[src/rtl/rv32_pkg.sv]
// ---------------------------------------------------------------------------
// rv32_pkg
// Shared types and constants for the RV32 M-extension divide unit.
//   div_op_t    : operation encoding, equal to funct3[1:0]
//   div_state_t : divider sequencer states
//   DIV_CYCLES  : iteration count for the default configuration
// ---------------------------------------------------------------------------
package rv32_pkg;

   localparam int DEF_XLEN           = 32;
   localparam int DEF_BITS_PER_CYCLE = 1;

   // Number of CALC cycles for a given width and radix.
   function automatic int div_cycles(input int xlen, input int bits_per_cycle);
      return xlen / bits_per_cycle;
   endfunction

   localparam int DIV_CYCLES = div_cycles(DEF_XLEN, DEF_BITS_PER_CYCLE);

   typedef enum logic [1:0] {
      DIV  = 2'b00,
      DIVU = 2'b01,
      REM  = 2'b10,
      REMU = 2'b11
   } div_op_t;

   typedef enum logic [1:0] {
      IDLE = 2'b00,
      CALC = 2'b01,
      DONE = 2'b10
   } div_state_t;

endpackage

[src/rtl/rv32_div_step.sv]
// ---------------------------------------------------------------------------
// rv32_div_step
// Combinational restoring shift-subtract block: resolves BITS_PER_CYCLE
// quotient bits per call. The quotient register starts holding the dividend
// magnitude and is shifted out into the partial remainder MSB first.
//   rem_i / rem_o : partial remainder in / out (always < div_i)
//   quo_i / quo_o : dividend-then-quotient shift register in / out
//   div_i         : divisor magnitude (non-zero on this path)
// ---------------------------------------------------------------------------
module rv32_div_step #(
   parameter int XLEN           = 32,
   parameter int BITS_PER_CYCLE = 1
) (
   input  logic [XLEN-1:0] rem_i,
   input  logic [XLEN-1:0] quo_i,
   input  logic [XLEN-1:0] div_i,
   output logic [XLEN-1:0] rem_o,
   output logic [XLEN-1:0] quo_o
);

   logic [XLEN-1:0] rem_s;
   logic [XLEN-1:0] quo_s;
   logic [XLEN:0]   part_s;
   logic [XLEN:0]   diff_s;

   // Unrolled restoring iterations; the partial value needs one extra bit
   // because remainder < divisor implies shifted remainder < 2*divisor.
   always_comb begin
      rem_s  = rem_i;
      quo_s  = quo_i;
      part_s = {(XLEN+1){1'b0}};
      diff_s = {(XLEN+1){1'b0}};
      for (int i = 0; i < BITS_PER_CYCLE; i++) begin
         part_s = {rem_s, quo_s[XLEN-1]};
         diff_s = part_s - {1'b0, div_i};
         quo_s  = {quo_s[XLEN-2:0], 1'b0};
         if (part_s >= {1'b0, div_i}) begin
            rem_s    = diff_s[XLEN-1:0];
            quo_s[0] = 1'b1;
         end else begin
            rem_s    = part_s[XLEN-1:0];
         end
      end
   end

   assign rem_o = rem_s;
   assign quo_o = quo_s;

endmodule

[src/rtl/rv32_div_unit.sv]
// ---------------------------------------------------------------------------
// rv32_div_unit
// Iterative, decoupled DIV/DIVU/REM/REMU unit running beside the execute
// stage. Operands are captured on start_i, the result is returned through a
// done/ready handshake, and the in-flight rd is exported for hazard checks.
// Optional build macro: RV32_DIV_EARLY_OUT_EN (|dividend| < |divisor| is
// finished in one cycle instead of the full iteration count).
//   clk_i, rst_i                 : clock, synchronous active-high reset
//   start_i, op_i, rs1/rs2_data_i, rd_i : issue interface
//   kill_i                       : flush, abandons any division
//   ovr_valid_i, ovr_rd_i        : younger write to the same rd kills result
//   done_ready_i                 : downstream accepts the result
//   busy_o, pending_rd_o         : hazard interface
//   done_o, result_o, rd_o       : result interface (held until transfer)
// ---------------------------------------------------------------------------
module rv32_div_unit
   import rv32_pkg::*;
#(
   parameter int XLEN           = 32,
   parameter int BITS_PER_CYCLE = 1,
   parameter int RD_WIDTH       = 5
) (
   input  logic                clk_i,
   input  logic                rst_i,
   input  logic                start_i,
   input  logic [1:0]          op_i,
   input  logic [XLEN-1:0]     rs1_data_i,
   input  logic [XLEN-1:0]     rs2_data_i,
   input  logic [RD_WIDTH-1:0] rd_i,
   input  logic                kill_i,
   input  logic                ovr_valid_i,
   input  logic [RD_WIDTH-1:0] ovr_rd_i,
   input  logic                done_ready_i,
   output logic                busy_o,
   output logic [RD_WIDTH-1:0] pending_rd_o,
   output logic                done_o,
   output logic [XLEN-1:0]     result_o,
   output logic [RD_WIDTH-1:0] rd_o
);

   localparam int N  = XLEN / BITS_PER_CYCLE;
   localparam int CW = (N > 1) ? $clog2(N) : 1;

   div_state_t          state_q;
   logic                busy_q;
   logic                done_q;
   logic [RD_WIDTH-1:0] pending_rd_q;
   logic [RD_WIDTH-1:0] rd_q;
   logic [XLEN-1:0]     result_q;
   logic [XLEN-1:0]     rem_q;
   logic [XLEN-1:0]     quo_q;
   logic [XLEN-1:0]     div_q;
   logic [CW-1:0]       cnt_q;
   logic                q_neg_q;
   logic                r_neg_q;
   logic                is_rem_q;

   div_op_t             op_s;
   logic                is_signed_s;
   logic                is_rem_s;
   logic                a_neg_s;
   logic                b_neg_s;
   logic [XLEN-1:0]     a_abs_s;
   logic [XLEN-1:0]     b_abs_s;
   logic                b_zero_s;
   logic                ovf_s;
   logic                early_s;
   logic [XLEN-1:0]     spec_res_s;
   logic [XLEN-1:0]     step_rem_s;
   logic [XLEN-1:0]     step_quo_s;
   logic [XLEN-1:0]     fin_res_s;
   logic                abort_s;

   // Issue-side decode: magnitudes, signs and the single-cycle special cases.
   always_comb begin
      op_s = div_op_t'(op_i);
      case (op_s)
         DIV:     begin is_signed_s = 1'b1; is_rem_s = 1'b0; end
         DIVU:    begin is_signed_s = 1'b0; is_rem_s = 1'b0; end
         REM:     begin is_signed_s = 1'b1; is_rem_s = 1'b1; end
         REMU:    begin is_signed_s = 1'b0; is_rem_s = 1'b1; end
         default: begin is_signed_s = 1'b0; is_rem_s = 1'b0; end
      endcase
      a_neg_s  = is_signed_s & rs1_data_i[XLEN-1];
      b_neg_s  = is_signed_s & rs2_data_i[XLEN-1];
      a_abs_s  = a_neg_s ? ({XLEN{1'b0}} - rs1_data_i) : rs1_data_i;
      b_abs_s  = b_neg_s ? ({XLEN{1'b0}} - rs2_data_i) : rs2_data_i;
      b_zero_s = (rs2_data_i == {XLEN{1'b0}});
      ovf_s    = is_signed_s && (rs1_data_i == {1'b1, {(XLEN-1){1'b0}}})
                 && (rs2_data_i == {XLEN{1'b1}});
`ifdef RV32_DIV_EARLY_OUT_EN
      early_s  = !b_zero_s && (a_abs_s < b_abs_s);
`else
      early_s  = 1'b0;
`endif
      // In the overflow case the quotient equals the dividend (most-negative).
      if (b_zero_s) begin
         spec_res_s = is_rem_s ? rs1_data_i : {XLEN{1'b1}};
      end else if (ovf_s) begin
         spec_res_s = is_rem_s ? {XLEN{1'b0}} : rs1_data_i;
      end else begin
         spec_res_s = is_rem_s ? rs1_data_i : {XLEN{1'b0}};
      end
   end

   rv32_div_step #(
      .XLEN           (XLEN),
      .BITS_PER_CYCLE (BITS_PER_CYCLE)
   ) u_step (
      .rem_i (rem_q),
      .quo_i (quo_q),
      .div_i (div_q),
      .rem_o (step_rem_s),
      .quo_o (step_quo_s)
   );

   // Sign correction of the last step's output and the discard condition.
   always_comb begin
      if (is_rem_q) begin
         fin_res_s = r_neg_q ? ({XLEN{1'b0}} - step_rem_s) : step_rem_s;
      end else begin
         fin_res_s = q_neg_q ? ({XLEN{1'b0}} - step_quo_s) : step_quo_s;
      end
      abort_s = kill_i | (ovr_valid_i & (ovr_rd_i == pending_rd_q));
   end

   // Sequencer with all outputs held in registers.
   always_ff @(posedge clk_i) begin
      if (rst_i) begin
         state_q      <= IDLE;
         busy_q       <= 1'b0;
         done_q       <= 1'b0;
         pending_rd_q <= {RD_WIDTH{1'b0}};
         rd_q         <= {RD_WIDTH{1'b0}};
         result_q     <= {XLEN{1'b0}};
         rem_q        <= {XLEN{1'b0}};
         quo_q        <= {XLEN{1'b0}};
         div_q        <= {XLEN{1'b0}};
         cnt_q        <= {CW{1'b0}};
         q_neg_q      <= 1'b0;
         r_neg_q      <= 1'b0;
         is_rem_q     <= 1'b0;
      end else begin
         case (state_q)
            IDLE: begin
               // A write to x0 is architecturally dead, so it is never issued.
               if (start_i && (rd_i != {RD_WIDTH{1'b0}})) begin
                  busy_q       <= 1'b1;
                  pending_rd_q <= rd_i;
                  if (b_zero_s || ovf_s || early_s) begin
                     state_q  <= DONE;
                     done_q   <= 1'b1;
                     result_q <= spec_res_s;
                     rd_q     <= rd_i;
                  end else begin
                     state_q  <= CALC;
                     rem_q    <= {XLEN{1'b0}};
                     quo_q    <= a_abs_s;
                     div_q    <= b_abs_s;
                     cnt_q    <= CW'(N - 1);
                     q_neg_q  <= a_neg_s ^ b_neg_s;
                     r_neg_q  <= a_neg_s;
                     is_rem_q <= is_rem_s;
                  end
               end
            end
            CALC: begin
               if (abort_s) begin
                  state_q      <= IDLE;
                  busy_q       <= 1'b0;
                  pending_rd_q <= {RD_WIDTH{1'b0}};
               end else begin
                  rem_q <= step_rem_s;
                  quo_q <= step_quo_s;
                  if (cnt_q == {CW{1'b0}}) begin
                     state_q  <= DONE;
                     done_q   <= 1'b1;
                     result_q <= fin_res_s;
                     rd_q     <= pending_rd_q;
                  end else begin
                     cnt_q <= cnt_q - {{(CW-1){1'b0}}, 1'b1};
                  end
               end
            end
            DONE: begin
               // Transfer and discard both leave; abort_s covers kill priority.
               if (abort_s || done_ready_i) begin
                  state_q      <= IDLE;
                  busy_q       <= 1'b0;
                  done_q       <= 1'b0;
                  pending_rd_q <= {RD_WIDTH{1'b0}};
                  rd_q         <= {RD_WIDTH{1'b0}};
                  result_q     <= {XLEN{1'b0}};
               end
            end
            default: begin
               state_q      <= IDLE;
               busy_q       <= 1'b0;
               done_q       <= 1'b0;
               pending_rd_q <= {RD_WIDTH{1'b0}};
               rd_q         <= {RD_WIDTH{1'b0}};
               result_q     <= {XLEN{1'b0}};
            end
         endcase
      end
   end

   assign busy_o       = busy_q;
   assign done_o       = done_q;
   assign pending_rd_o = pending_rd_q;
   assign rd_o         = rd_q;
   assign result_o     = result_q;

endmodule

[config.mk]
export PLATFORM = sky130hd
export DESIGN_NAME = rv32_div_unit
export DESIGN_NICKNAME = d
export VERILOG_FILES = /design/src/rtl/rv32_pkg.sv /design/src/rtl/rv32_div_step.sv /design/src/rtl/rv32_div_unit.sv
export SDC_FILE = /design/constraint.sdc
export NUM_CORES = 1
export LEC_CHECK = 0
export BUFFER_PORTS_ARGS = -buffer_cell sky130_fd_sc_hd__buf_2
export CORE_ASPECT_RATIO = 0.75
export CORE_UTILIZATION = 40
export DETAILED_ROUTE_END_ITERATION = 10
export GPL_ROUTABILITY_DRIVEN = 0
export GPL_TIMING_DRIVEN = 0
export SYNTH_ARGS = -nofsm -noshare
export SYNTH_HDL_FRONTEND = slang
export SYNTH_SLANG_ARGS = --single-unit
[constraint.sdc]
create_clock -name clk_i -period 4.41 [get_ports clk_i]
set_input_delay 0.6615 -clock clk_i [delete_from_list [all_inputs] [get_ports clk_i]]
set_output_delay 0.6615 -clock clk_i [all_outputs]
set_load 0.005 [all_outputs]
==> results.toml, run 1 <==
[run_status]
status = "complete, but fails checks"
violations = "negative setup slack"

[synthesis]
synthFlopType = "dfxtp_1"
synth_top_cell_area_share = 0.248
yosys_warnings = 0
yosysMostFrequentCell = "nor2_1"
synth_xor_area_frac = 0.101
synth-compound-area-share = 0.287
syn_inst = 1661
yosys-top-cells-area = "dfxtp_1 25%, nor2_1 8.2%, a21oi_1 6.9%, xnor2_1 5.2%, xor2_1 4.8%"
async_reset_ff_frac = 0
synth_cell_type_count = 97
netlist_area_sq_mm = 0.0121
synth_top_family_by_area = "compound AO/OA/AOI/OAI gates"
yosysTopAreaCell = "dfxtp_1"
muxShareOfSynthArea = 0.0223
synth_common_cells = "264 x nor2_1, 166 x a21oi_1, 150 x dfxtp_1"
synth_edf_count = 0
ys_ff_latch = 150
syn_area_per_cell_sq_um = 7.29
syn_nets = 1783
yosys.area_share.adder = 0.0419
yosysSeqAreaShare = 0.248
synth_simple_gate_area_frac = 0.236

[clocking]
cts_sinks = 150
clock_path_buffers = 2
h-tree-depth = 4
worstSkewPairLatency_ns = 0.47
numCtsBuffers = 17
clock-root-buffer = "clkbuf_16"
holdBufCountCts = 0
clkTransAtPathRegs_ns = 0.07
tritoncts = "done"

[detailed_routing]
drc = 0
firstDrtPassIters = 6
vias_per_cell = 6.10
ant_nets = 0
drt_iter0_drc = 1473
postRouteWirelength_mm = 48.4
wl_per_cell_um = 21.4
dr_total_vias = 13800

[setup_path]
worst-path-buf-inv = 4
crit_family = "simple AND/OR/NAND/NOR gates"
cp.required_ns = 4.78
slowest_delay_ns = 0.47
crit_path_cell_trace = "inv_2, ha_1, buf_6, nand4_1, or3_4, nor2_4, o21ai_4, nand3_4, clkbuf_16, clkbuf_16, mux2i_4, ha_4, nand3_2, or4_4, o31ai_4, nand4_2, or3_4, o31a_1, xor2_1, o41ai_2"
cpMaxStageDelayCell = "or4_4"
startpoint_type = "register"
regToRegStartpoint = "div_q[22]$_SDFFE_PP0P_"
arrival_ns = 5.25
crit_fanout = 8
worstSetupStartpoint = "div_q[22]$_SDFFE_PP0P_"
crit_type = "register to register"
cp-end-kind = "register"

[floorplan]
start_util = 0.411
die_x_um = 203
rows = 54
core_sq_mm = 0.0295
dieArea_sq_mm = 0.0310
die_h_um = 153
io_pins = 126

[global_routing]
grt_pass1_wl_mm = 73.2
grt.total_usage = 0.306
grt_pass1_vias = 12500
overflow = 0
antenna_found_initial = 1
grt_max_degree = 18

[place]
dp_slack_ns = -1.31
dp.cells = 2178
io_buffers = 125
dp_hpwl_mm = 37.9
dpl_cell_area_sq_mm = 0.0134

[timing]
worst_slack_ns = -0.468
min_period_ns = 4.88
setup_viol = 6
slew_violations = 0
fin_worst_skew_ns = 0.0146
fin_crit_sh = 1.11
holdWs_ns = 0.457
worstMarginPinSlew_ns = 0.879
grt_setup_unrepaired = "true"
fmax_mhz = 205
final-hold-violation-count = 0
slew_headroom = 0.414

[power_and_ir_drop]
ir_drop_mv = 0.322
p_leak_nw = 5.73
powerDensity_mw_per_mm2 = 543

[finish]
instances_no_fill = 2261
nFillCells = 2938
nets = 1977
final_cell_area_sq_mm = 0.0150
area_growth_pct = 23.6
final_layout_size_suffix_gt1_frac = 0.214

[min_path]
min_from = "div_q[18]$_SDFFE_PP0P_"
min_path_type = "register to register"

[run]
maxCapViolCount = 0
-- state kept, by name (all words and copies together), names as in the netlist --
register / cells
is_rem_q: 1
result_o: 32
pending_rd_o: 5
done_o: 1
r_neg_q: 1
rd_o: 5
cnt_q: 5
state_q: 2
quo_q: 32
busy_o: 1
div_q: 32
rem_q: 32
q_neg_q: 1
-- final timing paths --
kind,endpoint,cells after the start,slack [ns]
max,result_o[28]$_SDFFE_PP0P_,20,-0.47
min,div_q[18]$_SDFFE_PP0P_,2,0.46
max reg2reg,result_o[28]$_SDFFE_PP0P_,20,-0.47
min reg2reg,div_q[18]$_SDFFE_PP0P_,2,0.46
-- through the flow --
stage                     utilization  total power [mW]  setup TNS (ns)
after floorplan                     -              4.67          -0.198
after global placement          0.453              5.81          -23.65
final                           0.508              8.14           -1.98
after global routing            0.508              8.60           -3.01
after CTS                       0.489              7.63           -1.92
after detailed placement        0.453              5.87          -27.35
-- power breakdown --
group	total, mW	internal (mW)	switching, mW
clock	1.52	0.799	0.716
sequential	1.99	1.68	0.309
combinational	4.63	1.78	2.85
-- cell families after synthesis --
group                    Yosys count
multiplexers                      26
flip-flops                       150
XOR/XNOR                         139
buffers and inverters            167
adder cells (fa/ha/maj)           40
AND/OR/NAND/NOR                  605
AO/OA/AOI/OAI                    534
-- final cells by class --
| class | instances | area, sq um | area share |
|---|---|---|---|
| Antenna cell | 1 | 2.50 | 0.000167 |
| Clock buffer | 17 | 425 | 0.0284 |
| Buffer | 103 | 638 | 0.0426 |
| Multi-Input combinational cell | 1344 | 8900 | 0.595 |
| Clock inverter | 15 | 158 | 0.0105 |
| Inverter | 57 | 226 | 0.0151 |
| Tap cell | 392 | 490 | 0.0328 |
| Timing Repair Buffer | 182 | 1080 | 0.0719 |
| Sequential cell | 150 | 3050 | 0.204 |
-- per-layer routing --
metal	part of all wire	routed length, um	GRT usage	up-vias
met1	0.47	22600	0.445	6596
met2	0.41	20000	0.436	704
met4	0.017	825	0.0845	0
li1	-	-	-	6430
met5	0	0	0	-
met3	0.10	5050	0.0808	68
-- layout by cell type, fill, tap and decap left out, drive strengths merged, types with 5 or more instances in the layout --
cell    instances
nor2          264
buf           205
a21oi         167
dfxtp         150
nand2         120
o21ai         108
clkbuf         97
xnor2          73
xor2           66
inv            65
a211oi         63
nor3           45
ha             39
nand4          33
o211ai         25
o31ai          25
nand3          24
mux2i          21
or3            21
nor4           19
or4            18
a311oi         14
a22oi          14
o21a           14
a31oi          14
o41ai          14
nand2b         12
a21o           11
and3            9
and2            9
a221oi          8
a21boi          8
o22ai           6
a211o           6
nor2b           5
mux2            5
-- tightest hold or removal path, stage by stage (launching register included) --
cell and delay [ns]:
dfxtp_1 0.31, nand2_1 0.05, a21oi_1 0.05
-- timing repair --
item                                    in CTS  in global routing
resized for setup                           72                103
endpoints found under the setup margin      24                 66
pin swaps                                   22                 28
setup buffers                               24                 34
Power figures use the tool's default switching activity.
==> inputs of run 2 (changes only) <==
Settings changed: SETUP_SLACK_MARGIN set to 0.2.
==> results.toml, run 2 (synthesis results as in run 1) <==
[run_status]
violations = "negative setup slack"
status = "complete, but fails checks"

[clocking]
cts_sinks = 150
numCtsBuffers = 17
tritoncts = "done"
worstSkewPairLatency_ns = 0.46
h-tree-depth = 4
clkTransAtPathRegs_ns = 0.08
clock_path_buffers = 2
clock-root-buffer = "clkbuf_16"
holdBufCountCts = 0

[timing]
worst_slack_ns = -0.659
slew_violations = 0
worstMarginPinSlew_ns = 0.992
tns_ns = -7.75
min_period_ns = 5.07
slew_headroom = 0.338
fmax_mhz = 197
fin_crit_sh = 1.15
holdWs_ns = 0.463
grt_setup_unrepaired = "true"
fin_worst_skew_ns = 0.0120
setup_viol = 17
final-hold-violation-count = 0

[finish]
most-common-layout-cells = "258 x nor2_1, 156 x a21oi_1, 132 x dfxtp_1, 129 x buf_2, 119 x nand2_1"
final_cell_area_sq_mm = 0.0151
nets = 1985
diodes = 0
final_common_cell = "nor2_1"
area_growth_pct = 25.0
final_layout_size_suffix_gt1_frac = 0.213

[setup_path]
crit_type = "register to register"
cp_common_cell = "buf_6"
cpMaxStageDelayCell = "or4_4"
cp-end-kind = "register"
regToRegStartpoint = "div_q[8]$_SDFFE_PP0P_"
slowest_delay_ns = 0.61
startpoint_type = "register"
cp.required_ns = 4.80
crit_family = "buffers and inverters"
worst-path-buf-inv = 17
arrival_ns = 5.46
worstSetupStartpoint = "div_q[8]$_SDFFE_PP0P_"
crit_fanout = 4

[min_path]
min_path_type = "register to register"
min_from = "div_q[18]$_SDFFE_PP0P_"

[floorplan]
core_sq_mm = 0.0295
rows = 54
die_h_um = 153
die_x_um = 203
start_util = 0.411
dieArea_sq_mm = 0.0310
io_pins = 126

[power_and_ir_drop]
ir_drop_mv = 0.306
p_leak_nw = 5.79
powerDensity_mw_per_mm2 = 531
finalPower_mw = 8.04

[global_routing]
antenna_found_initial = 0
grt.total_usage = 0.307
grt_max_degree = 18
overflow = 0
grt_pass1_vias = 12600
grt_pass1_wl_mm = 73.9

[run]
maxCapViolCount = 0

[detailed_routing]
wl_per_cell_um = 21.4
dr_total_vias = 13800
drc = 0
ant_nets = 0
firstDrtPassIters = 6
drt_iter0_drc = 1477
postRouteWirelength_mm = 48.6
vias_per_cell = 6.10

[place]
dp_hpwl_mm = 37.6
dp_slack_ns = -1.28
io_buffers = 125
dpl_cell_area_sq_mm = 0.0134
==> run 2: worst min-delay path, cell delays in order, from the launching register on <==
cell	delay, ns
dfxtp_1	0.31
nand2_1	0.06
a21oi_1	0.05
==> run 2: timing repair <==
item | CTS | global route
hold endpoints to repair | 0 | 0
setup endpoints to repair | 62 | 63
resized for setup | 85 | 74
buffers inserted | 37 | 21
pin swaps | 26 | 42
==> run 2: layout make-up <==
class / count / area (sq um)
plain buffers: 110 / 708
fillers: 2904 / 14300
repair buffers: 183 / 1130
flip-flops and latches: 150 / 3040
inverters: 57 / 219
well taps: 392 / 490
multi-input cells: 1344 / 8970
clock buffers: 17 / 425
clock inverters: 15 / 158
==> run 2: report_power, final <==
part           switching (mW)  internal (mW)  total [mW]
clock network           0.744          0.761        1.50
logic                    2.85           1.70        4.55
registers               0.309           1.68        1.98
==> run 2: path summary, 6_finish.rpt <==
| kind | endpoint | slack, ns | cells after the start |
|---|---|---|---|
| worst max-delay path | result_o[27]$_SDFFE_PP0P_ | -0.66 | 29 |
| worst min-delay path | div_q[18]$_SDFFE_PP0P_ | 0.46 | 2 |
| worst max register to register | result_o[27]$_SDFFE_PP0P_ | -0.66 | 29 |
| worst min register to register | div_q[18]$_SDFFE_PP0P_ | 0.46 | 2 |
==> run 2: metal layers <==
layer / GRT usage / share of wire
met1: 0.456 / 0.47
met2: 0.434 / 0.41
met3: 0.0701 / 0.10
met4: 0.0852 / 0.021
met5: 0 / 0
==> run 2: metrics by stage <==
step | util | instances
finish | 0.514 | 2268
global route | 0.514 | 2268
CTS | 0.496 | 2247
global placement | 0.455 | 2178
floorplan | - | 1661
detailed placement | 0.455 | 2178
